==> src/rtl/ahbl_pkg.sv <==
// Shared AHB-Lite encodings, data-phase state and byte-lane helpers.
// Imported by the SRAM controller and its write buffer.
package ahbl_pkg;

  localparam logic [1:0] HTRANS_IDLE   = 2'b00;
  localparam logic [1:0] HTRANS_BUSY   = 2'b01;
  localparam logic [1:0] HTRANS_NONSEQ = 2'b10;
  localparam logic [1:0] HTRANS_SEQ    = 2'b11;

  localparam logic [2:0] HSIZE_BYTE  = 3'd0;
  localparam logic [2:0] HSIZE_HALF  = 3'd1;
  localparam logic [2:0] HSIZE_WORD  = 3'd2;
  localparam logic [2:0] HSIZE_DWORD = 3'd3;

  localparam logic HRESP_OKAY  = 1'b0;
  localparam logic HRESP_ERROR = 1'b1;

  typedef enum logic [2:0] {
    ST_IDLE,
    ST_RD,
    ST_WR,
    ST_ERR1,
    ST_ERR2
  } dp_state_t;

  function automatic logic [7:0] strb_gen(
    input logic [2:0] size,
    input logic [2:0] a
  );
    logic [7:0] s;
    unique case (size)
      HSIZE_BYTE:  s = 8'h01 << a;
      HSIZE_HALF:  s = 8'h03 << {a[2:1], 1'b0};
      HSIZE_WORD:  s = 8'h0F << {a[2], 2'b00};
      HSIZE_DWORD: s = 8'hFF;
      default:     s = 8'h00;
    endcase
    return s;
  endfunction

  // Oversized transfers count as misaligned.
  function automatic logic size_err(
    input logic [2:0] size,
    input logic [2:0] a
  );
    logic e;
    unique case (size)
      HSIZE_BYTE:  e = 1'b0;
      HSIZE_HALF:  e = a[0];
      HSIZE_WORD:  e = |a[1:0];
      HSIZE_DWORD: e = |a;
      default:     e = 1'b1;
    endcase
    return e;
  endfunction

endpackage

==> src/rtl/ahbl_wbuf.sv <==
// One-entry posted write buffer with per-byte read forwarding.
// Ports: load/drain controls, load payload, read address, SRAM data in, entry and forwarded data out.
module ahbl_wbuf
  import ahbl_pkg::*;
#(
  parameter int AW = 10
) (
  input  logic          clk,
  input  logic          rst_n,
  input  logic          load,
  input  logic          drain,
  input  logic [AW-1:0] ld_addr,
  input  logic [7:0]    ld_strb,
  input  logic [63:0]   ld_data,
  input  logic [AW-1:0] rd_addr,
  input  logic [63:0]   sram_rdata,
  output logic          valid,
  output logic [AW-1:0] addr,
  output logic [7:0]    strb,
  output logic [63:0]   data,
  output logic [63:0]   rdata
);

  logic hit;

  // A load in a drain cycle replaces the entry being written out.
  always_ff @(posedge clk or negedge rst_n) begin
    if (!rst_n) begin
      valid <= 1'b0;
      addr  <= '0;
      strb  <= '0;
      data  <= '0;
    end else if (load) begin
      valid <= 1'b1;
      addr  <= ld_addr;
      strb  <= ld_strb;
      data  <= ld_data;
    end else if (drain) begin
      valid <= 1'b0;
    end
  end

  assign hit = valid && (addr == rd_addr);

  always_comb begin
    rdata = sram_rdata;
    for (int k = 0; k < 8; k++) begin
      if (hit && strb[k]) begin
        rdata[8*k +: 8] = data[8*k +: 8];
      end
    end
  end

endmodule

==> src/rtl/ahbl_sram64_ctrl.sv <==
// AHB-Lite slave for a 1024x64 single-port sync SRAM; zero-wait reads, posted writes.
// Ports: AHB-Lite slave (H*) and SRAM macro pins (SRAM*), single clock, async active-low reset.
module ahbl_sram64_ctrl
  import ahbl_pkg::*;
#(
  parameter int AW = 10
) (
  input  logic          HCLK,
  input  logic          HRESETn,
  input  logic          HSEL,
  input  logic [31:0]   HADDR,
  input  logic [1:0]    HTRANS,
  input  logic          HWRITE,
  input  logic [2:0]    HSIZE,
  input  logic [63:0]   HWDATA,
  input  logic          HREADY,
  output logic          HREADYOUT,
  output logic          HRESP,
  output logic [63:0]   HRDATA,
  input  logic [63:0]   SRAMRDATA,
  output logic [AW-1:0] SRAMADDR,
  output logic [7:0]    SRAMWEN,
  output logic [63:0]   SRAMWDATA,
  output logic          SRAMCS0
);

  dp_state_t     state;
  dp_state_t     state_nxt;
  logic          acc;
  logic          bad;
  logic          rd_acc;
  logic          wr_acc;
  logic          err_acc;
  logic          rd_req;
  logic          conflict;
  logic [AW-1:0] ap_addr;
  logic [AW-1:0] dp_addr;
  logic [7:0]    dp_strb;
  logic          wb_valid;
  logic [AW-1:0] wb_addr;
  logic [7:0]    wb_strb;
  logic [63:0]   wb_data;
  logic [63:0]   fwd_data;
  logic          wb_load;
  logic          wb_drain;
  logic          unused_ok;

  assign ap_addr = HADDR[AW+2:3];
  assign acc     = HSEL && HREADY &&
                   (HTRANS == HTRANS_NONSEQ || HTRANS == HTRANS_SEQ);
  assign bad     = size_err(HSIZE, HADDR[2:0]);
  assign rd_acc  = acc && !bad && !HWRITE;
  assign wr_acc  = acc && !bad && HWRITE;
  assign err_acc = acc && bad;

  // HREADY is left out so the stall does not feed back on itself.
  assign rd_req   = HSEL && HTRANS[1] && !HWRITE;
  assign conflict = (state == ST_WR) && wb_valid && rd_req;

  assign unused_ok = ^{HADDR[31:AW+3]};

  always_ff @(posedge HCLK or negedge HRESETn) begin
    if (!HRESETn) begin
      state <= ST_IDLE;
    end else begin
      state <= state_nxt;
    end
  end

  always_comb begin
    state_nxt = state;
    if (state == ST_ERR1) begin
      state_nxt = ST_ERR2;
    end else if (HREADY) begin
      unique case (1'b1)
        rd_acc:  state_nxt = ST_RD;
        wr_acc:  state_nxt = ST_WR;
        err_acc: state_nxt = ST_ERR1;
        default: state_nxt = ST_IDLE;
      endcase
    end
  end

  always_ff @(posedge HCLK or negedge HRESETn) begin
    if (!HRESETn) begin
      dp_addr <= '0;
      dp_strb <= '0;
    end else if (acc) begin
      dp_addr <= ap_addr;
      dp_strb <= strb_gen(HSIZE, HADDR[2:0]);
    end
  end

  always_comb begin
    HREADYOUT = 1'b1;
    HRESP     = HRESP_OKAY;
    unique case (state)
      ST_ERR1: begin
        HREADYOUT = 1'b0;
        HRESP     = HRESP_ERROR;
      end
      ST_ERR2: HRESP = HRESP_ERROR;
      ST_WR:   HREADYOUT = !conflict;
      default: ;
    endcase
  end

  assign wb_load  = (state == ST_WR) && HREADYOUT;
  assign wb_drain = wb_valid && !rd_acc;

  ahbl_wbuf #(
    .AW(AW)
  ) u_wbuf (
    .clk        (HCLK),
    .rst_n      (HRESETn),
    .load       (wb_load),
    .drain      (wb_drain),
    .ld_addr    (dp_addr),
    .ld_strb    (dp_strb),
    .ld_data    (HWDATA),
    .rd_addr    (dp_addr),
    .sram_rdata (SRAMRDATA),
    .valid      (wb_valid),
    .addr       (wb_addr),
    .strb       (wb_strb),
    .data       (wb_data),
    .rdata      (fwd_data)
  );

  // Reads own the port in their address phase; the buffer drains otherwise.
  always_comb begin
    SRAMCS0   = 1'b0;
    SRAMWEN   = 8'h00;
    SRAMADDR  = wb_addr;
    SRAMWDATA = wb_data;
    if (rd_acc) begin
      SRAMCS0  = 1'b1;
      SRAMADDR = ap_addr;
    end else if (wb_valid) begin
      SRAMCS0 = 1'b1;
      SRAMWEN = wb_strb;
    end
  end

  assign HRDATA = (state == ST_RD) ? fwd_data : 64'h0;

endmodule

==> config.mk <==
export PLATFORM = sky130hd
export DESIGN_NAME = ahbl_sram64_ctrl
export DESIGN_NICKNAME = d
export VERILOG_FILES = /design/src/rtl/ahbl_pkg.sv /design/src/rtl/ahbl_wbuf.sv /design/src/rtl/ahbl_sram64_ctrl.sv
export SDC_FILE = /design/constraint.sdc
export NUM_CORES = 1
export LEC_CHECK = 0
export ABC_CLOCK_PERIOD_IN_PS = 2020
export CORE_AREA = 10 10 117 119
export DETAILED_ROUTE_END_ITERATION = 10
export DIE_AREA = 0 0 127 129
export DONT_BUFFER_PORTS = 1
export GPL_TIMING_DRIVEN = 0
export PLACE_DENSITY = 0.68
export SLEW_MARGIN = 20
export SYNTH_ARGS = -nofsm -noshare
export SYNTH_HDL_FRONTEND = slang
export SYNTH_SLANG_ARGS = --single-unit
==> constraint.sdc <==
create_clock -name HCLK -period 2.02 [get_ports HCLK]
set_clock_uncertainty 0.15 [all_clocks]
set_input_delay 0.202 -clock HCLK [delete_from_list [all_inputs] [get_ports HCLK]]
set_output_delay 0.202 -clock HCLK [all_outputs]
set_load 0.05 [all_outputs]
==> results of run 1 <==
==> area by class of cell <==
type	instances	share of cell area [%]
clock inverter	5	1.20
tap	143	2.10
buffer	30	2.30
inverter	6	0.264
sequential	104	30.6
multi-input combinational	381	46.7
timing repair buffer	105	13.9
clock buffer	11	2.96
==> per-stage QoR <==
stage	std cells	utilization (%)	TNS, ns	area (um^2)	worst slack [ns]
3_3_place_gp	664	52.6	-101.81	5950	-1.33
2_1_floorplan	521	-	-49.38	5770	-0.775
3_5_place_dp	664	52.9	-106.90	5990	-1.37
5_1_grt	785	75.4	-45.78	8530	-0.772
4_1_cts	781	74.0	-45.35	8380	-0.688
6_report	785	75.4	-40.26	8530	-0.686
==> cell usage in the layout, fill, tap and decap left out, types with 3 or more instances in the layout <==
master	count
a21oi_1	6
and3_2	8
buf_12	15
buf_4	14
buf_6	4
bufinv_16	3
clkbuf_1	3
clkbuf_16	9
clkbuf_2	12
clkbuf_4	3
clkbuf_8	3
dfrtp_1	100
dfrtp_2	4
dlygate4sd3_1	80
inv_1	6
mux2_2	92
mux2_4	10
mux2i_4	64
nand2_1	139
nand3_2	7
nor2_1	3
nor4_4	8
o21bai_1	3
o31ai_1	6
xnor2_2	7
==> routing by layer <==
metal / global-route usage, % / up-vias / part of all wire [%]
met4: 11.5 / 0 / 2.9
li1: - / 2054 / -
met2: 45.0 / 294 / 52
met3: 10.1 / 49 / 11
met1: 27.1 / 2392 / 34
met5: 0 / - / 0
==> logic make-up (layout without fill, tap and decap cells) <==
group	Yosys count	after routing	synth area share (%)
AOI/OAI and AO/OA	25	25	3.16
buffers and inverters	36	157	2.53
DFF	104	104	45.4
and+or+nand+nor	180	180	15.7
muxes	166	166	31.2
xor gates and xnor gates	10	10	2.05
==> worst max-delay path: cells and delay by family, from the launching register on <==
kind | cells | cell delay [ns]
mux | 1 | 0.53
simple gates | 2 | 0.44
buf+inv | 2 | 0.38
flops | 1 | 0.42
xor+xnor | 1 | 0.21
==> power by group <==
group	switching [mW]	internal (mW)
sequential	2.40	2.70
clock	0.788	1.28
combinational	1.79	1.52
==> cells in the mapped netlist, drive strengths merged, types with 3 or more instances <==
| cell type | instances | area [um^2] |
|---|---|---|
| a21oi | 6 | 30.0 |
| and3 | 8 | 50.1 |
| buf | 10 | 47.6 |
| clkbuf | 20 | 75.1 |
| dfrtp | 104 | 2600 |
| inv | 6 | 22.5 |
| mux2 | 102 | 1150 |
| mux2i | 64 | 641 |
| nand2 | 141 | 532 |
| nand3 | 11 | 67.6 |
| nor2 | 3 | 11.3 |
| nor4 | 8 | 170 |
| o21bai | 3 | 22.5 |
| o31ai | 6 | 45.0 |
| xnor2 | 10 | 118 |
==> state kept, by name, summed over array words and instances, names as in the netlist <==
register and count:
u_wbuf.data 64, dp_addr 10, u_wbuf.addr 10, dp_strb 8, u_wbuf.strb 8, state 3, u_wbuf.valid 1
==> timing repair <==
action                     4_1_cts  5_1_grt
cloned                           1        0
resized for setup              167       31
pin swaps                       17        9
setup endpoints to repair      163      115
setup buffers                   19        4
hold endpoints to repair       189      104
==> worst paths after layout <==
| kind | end | from | slack, ns | cells past startpoint |
|---|---|---|---|---|
| max | HRDATA[63] | u_wbuf.addr[9] | -0.69 | 6 |
| min | u_wbuf.addr[6] | HRESETn | -0.61 | 0 |
| max reg2reg | u_wbuf.data[36] | state[0] | 0.08 | 5 |
| min reg2reg | dp_strb[0] | dp_strb[0] | 0.34 | 2 |
| max in group asynchronous | u_wbuf.data[22] | HRESETn | 2.19 | 0 |
| min in group HCLK | state[0] | HSIZE[2] | 0.01 | 3 |
==> results.json, run 1 <==
{
  "cp-end-kind": "primary output",
  "max_stage_delay_ns": 0.53,
  "die-area_um2": 16400,
  "cts_made_buffers": 9,
  "syn_nets": 691,
  "layout-drive-gt1-share_pct": 43.5,
  "wl_per_cell_um": 28.0,
  "yosys_warnings": 0,
  "violations": "negative hold slack, negative setup slack",
  "maxCapViolCount": 0,
  "clk_path_buf_depth": 2,
  "drt_iter0_drc": 311,
  "max_freq_mhz": 370,
  "initial_core_util_pct": 50.7,
  "die_h_um": 129,
  "multi_input_area_um2": 3990,
  "ios": 319,
  "powerDensity_nw_per_um2": 1230,
  "grt_pass1_wl_um": 32800,
  "synth_cell_types": 32,
  "num_rows": 39,
  "synth_edf_count": 0,
  "dp.final_hpwl_um": 14600,
  "min_path_type": "input port to asynchronous set/reset pin",
  "worst_pin_slew_ns": 0.615,
  "post-route-min-period_ns": 2.71,
  "wl_um": 22000,
  "fin_crit_sh_pct": 134,
  "io_buffers": 0,
  "drc_errors": 0,
  "core_area_um2": 11300,
  "die_x_um": 127,
  "cts_tree": "done",
  "p_total_mw": 10.5,
  "grt_use_total_pct": 25.8,
  "fin_ws_ns": -0.686,
  "drtPass1Iterations": 4,
  "vias_per_cell": 6.10,
  "syn_area_um2": 5740,
  "path_cells": "xnor2_2, nand3_4, buf_12, nor4_4, buf_12, mux2i_4",
  "grt_max_degree": 105,
  "n_fill_cell": 639,
  "rsz0062_at_grt": "yes",
  "critical_path_class": "flip-flop to primary output",
  "ir_drop_mv": 0.849,
  "clock_sinks": 104,
  "slew_viol_final": 0,
  "worstPathRequired_ns": 1.67,
  "grt_pass1_vias": 5304,
  "vias": 4789,
  "path_max_fanout": 8,
  "synthFlopType": "dfrtp_1",
  "holdWs_ns": -0.610,
  "clkTransAtPathRegs_ns": 0.07,
  "hold_buffers": 81,
  "seq_area_frac_synth_pct": 45.4,
  "slowest_stage": "mux2i_4",
  "hold_violations": 104,
  "h-tree-depth": 3,
  "antenna_found_initial": 0,
  "root_buffer": "clkbuf_16",
  "grt_overflow": 0,
  "ant_nets": 0,
  "final_net_count": 807,
  "gp_congestion": 0.854,
  "cpMostUsedCell": "buf_12",
  "synthCells": 521,
  "syn_to_final_growth_pct": 48.7,
  "antennaDiodeCount": 0,
  "ys_seq_elements": 104,
  "final-setup-viol-count": 64,
  "avgSynthCellArea_um2": 11.0,
  "register_area_um2": 2610,
  "p_leak_nw": 3.30,
  "ys_async_sr_fraction_pct": 100,
  "clkLatencyLatePin_ns": 0.35,
  "slew_headroom_pct": 59.0,
  "cp.arrival_ns": 2.35,
  "status": "finished, violations left",
  "cp-start-kind": "flip-flop"
}
(Power assumes the default switching activity.)
==> run 2: changes to the inputs <==
SYNTH_HIERARCHICAL = 1   (was not set)
==> run 2 against run 1 <==
  * The flow still finishes with violations (negative hold slack, negative setup slack)
  * Via count fell by 11%
  * Combinational power rose by 11%
  * Global-route usage down 2.3 points
  * Hold slack improved by 0.0072 ns
  * Fmax increased by 0.69%
  * Final area is 3.9% lower
  * Clock power is 17% lower
  * Sequential power grew 2%
  * Power up 0.76%
  * Critical path depth is 1 higher
  * First-iteration DRC count down 5.8%
  * Sequential share of layout area rose by 1.2 points
  * Critical endpoint is now HRDATA[11]
==> results.json, run 2 <==
{
  "ir_drop_mv": 1.03,
  "syn_area_um2": 5690,
  "p_leak_nw": 3.73,
  "antennaDiodeCount": 0,
  "die-area_um2": 16400,
  "yosysMostFrequentCell": "mux2_2",
  "gp_congestion": 0.860,
  "violations": "negative hold slack, negative setup slack",
  "slew_headroom_pct": 60.1,
  "placed_area_um2": 5960,
  "maxCapViolCount": 0,
  "clockPowerShare_pct": 16.1,
  "finalInstanceArea_um2": 8200,
  "p_switching_mw": 5.08,
  "top_usage_layer": "met2",
  "io_buffers": 0,
  "clkLatencyLatePin_ns": 0.34,
  "mostFrequentLayoutCell": "dfrtp_1",
  "largest_register_ffs": 64,
  "grt_pass1_vias": 4772,
  "ys_top_cells_by_count": "mux2_2 (156), dfrtp_1 (104), and2_1 (66)",
  "register_area_um2": 2600,
  "wl_per_cell_um": 28.2,
  "cp-end-kind": "primary output",
  "ios": 319,
  "cp.arrival_ns": 2.34,
  "final_net_count": 746,
  "seq_area_frac_synth_pct": 45.8,
  "initial_core_util_pct": 50.2,
  "synth_edf_count": 0,
  "grtUsageMet3_pct": 8.21,
  "avgSynthCellArea_um2": 12.6,
  "grt_overflow": 0,
  "hold_violations": 104,
  "yosys_warnings": 6,
  "synthFlopType": "dfrtp_1",
  "die_x_um": 127,
  "fin_crit_sh_pct": 133,
  "use_met2_pct": 43.0,
  "reg2reg_to": "u_wbuf/data[15]",
  "min_path_type": "input port to asynchronous set/reset pin",
  "ant_nets": 0,
  "final-setup-viol-count": 136,
  "max_freq_mhz": 372,
  "p_comb_share_pct": 34.6,
  "critical_path_class": "flip-flop to primary output",
  "r2r_setup_slack_ns": -0.17,
  "p_seq_share_pct": 49.3,
  "h-tree-depth": 3,
  "met1_usage_pct": 25.2,
  "cts_tree": "done",
  "fin_ws_ns": -0.668,
  "clkTransAtPathRegs_ns": 0.07,
  "r2r_cells": 8,
  "slew_viol_final": 0,
  "r2r_start": "u_wbuf/valid",
  "layout-drive-gt1-share_pct": 55.9,
  "worstPathRequired_ns": 1.67,
  "synth_area_leaders": "dfrtp_1 (46%), mux2_2 (31%), and2_1 (7.3%)",
  "layout_common_cells": "dfrtp_1 (104), mux2_4 (86), dlygate4sd3_1 (82), mux2_2 (80), and2_4 (65)",
  "rsz0062_at_grt": "yes",
  "p_sw_share_pct": 48.1,
  "p_int_mw": 5.48,
  "cts_made_buffers": 9,
  "status": "finished, violations left",
  "dp.final_hpwl_um": 13300,
  "vias": 4257,
  "path_max_fanout": 8,
  "post-route-min-period_ns": 2.69,
  "drt_iter0_drc": 293,
  "synth_area_leader_cell": "dfrtp_1",
  "synthCells": 452,
  "antenna_found_initial": 0,
  "syn_nets": 622,
  "pre_cts_slack_ns": -0.891,
  "reg_top3": "u_wbuf/data x64, dp_addr x10, u_wbuf/addr x10",
  "drc_errors": 0,
  "ys_async_sr_fraction_pct": 100,
  "vias_per_cell": 5.88,
  "yosysTopAreaCellShare_pct": 45.8,
  "grt_max_degree": 105,
  "num_rows": 39,
  "grt_use_total_pct": 23.4,
  "root_buffer": "clkbuf_16",
  "tns_ns": -44.62,
  "syn_to_final_growth_pct": 44.2,
  "worst_pin_slew_ns": 0.601,
  "grt_pass1_wl_um": 30200,
  "ys_seq_elements": 104,
  "core_area_um2": 11300,
  "regMostFlops": "u_wbuf/data",
  "wl_um": 20400,
  "holdWs_ns": -0.603,
  "multi_input_area_um2": 3620,
  "synth_cell_types": 38,
  "powerDensity_nw_per_um2": 1290,
  "clk_path_buf_depth": 2,
  "die_h_um": 129,
  "clock_sinks": 104,
  "n_fill_cell": 730,
  "cp-start-kind": "flip-flop",
  "hold_buffers": 82,
  "drtPass1Iterations": 4
}
## run 2: changes by cell type after synthesis, sizes merged, moves of 4 or more
cell / before / now
nor3b: 0 / 10
buf: 10 / 5
and2: 2 / 66
xnor2: 10 / 1
nand3: 11 / 1
mux2: 102 / 166
nor4: 8 / 1
xor2: 0 / 9
nand2: 141 / 14
mux2i: 64 / 0
o21ai: 1 / 5
nand4: 1 / 8
## run 2: per-stage QoR
step | hold slack [ns] | std cells | total power [mW] | util, %
floorplan | -0.244 | 452 | 7.06 | -
global placement | -0.238 | 595 | 7.57 | 52.7
detailed placement | -0.237 | 595 | 7.64 | 52.7
CTS | -0.615 | 717 | 10.4 | 71.6
global route | -0.617 | 724 | 10.9 | 72.4
finish | -0.603 | 724 | 10.6 | 72.4
## run 2: critical path, stage by stage, from the launching register on
cell and delay [ns]:
dfrtp_1 0.41, xor2_2 0.20, nor4_4 0.33, buf_12 0.19, buf_6 0.11, nand4_4 0.17, mux2_4 0.37, and2_4 0.20
## run 2: area by class of cell
type                       instances  share of cell area (%)
sequential                       104                    31.7
buffer                            18                    2.59
clock buffer                      14                    3.34
clock inverter                     2                   0.153
tap                              143                    2.18
multi-input combinational        320                    44.1
inverter                           6                   0.275
timing repair buffer             117                    15.6
## run 2: metal layers
layer	wire, um	vias to the layer above
met5	0	-
met4	257	0
met3	1730	23
met2	10900	194
met1	7480	2186
li1	-	1854
## run 2: worst max path at each step
stage	from	to	slack, ns	cells past startpoint
after global routing	dp_addr[0]	HRDATA[11]	-0.75	7
after detailed placement	dp_addr[4]	HRDATA[58]	-0.89	5
after global placement	dp_addr[4]	HRDATA[58]	-0.84	5
after CTS	dp_addr[5]	HRDATA[9]	-0.62	7
after floorplan	dp_addr[0]	HRDATA[0]	-0.43	5
final	dp_addr[0]	HRDATA[11]	-0.67	7
## run 2: repair_timing
action                                 4_1_cts  5_1_grt
setup endpoints to repair                  155      148
pin swaps                                    9        3
buffers inserted                            20       10
gates resized for setup                    206       26
endpoints found under the hold margin      189      104
gates cloned                                 6        2
## run 2: cells by family after synthesis
| family | after synthesis | share of synthesized area (%) |
|---|---|---|
| muxes | 166 | 33.5 |
| and+or+nand+nor | 119 | 14.1 |
| DFF | 104 | 45.8 |
| buffers and inverters | 28 | 2.09 |
| AOI/OAI and AO/OA | 25 | 2.95 |
| xor gates and xnor gates | 10 | 1.54 |
## run 2: power by group through the flow
stage	clock, mW	combinational, mW	sequential, mW
after floorplan	0	2.17	4.89
after global placement	0	2.41	5.16
after detailed placement	0	2.45	5.19
after CTS	1.73	3.52	5.18
after global routing	1.80	3.83	5.31
final	1.70	3.66	5.20
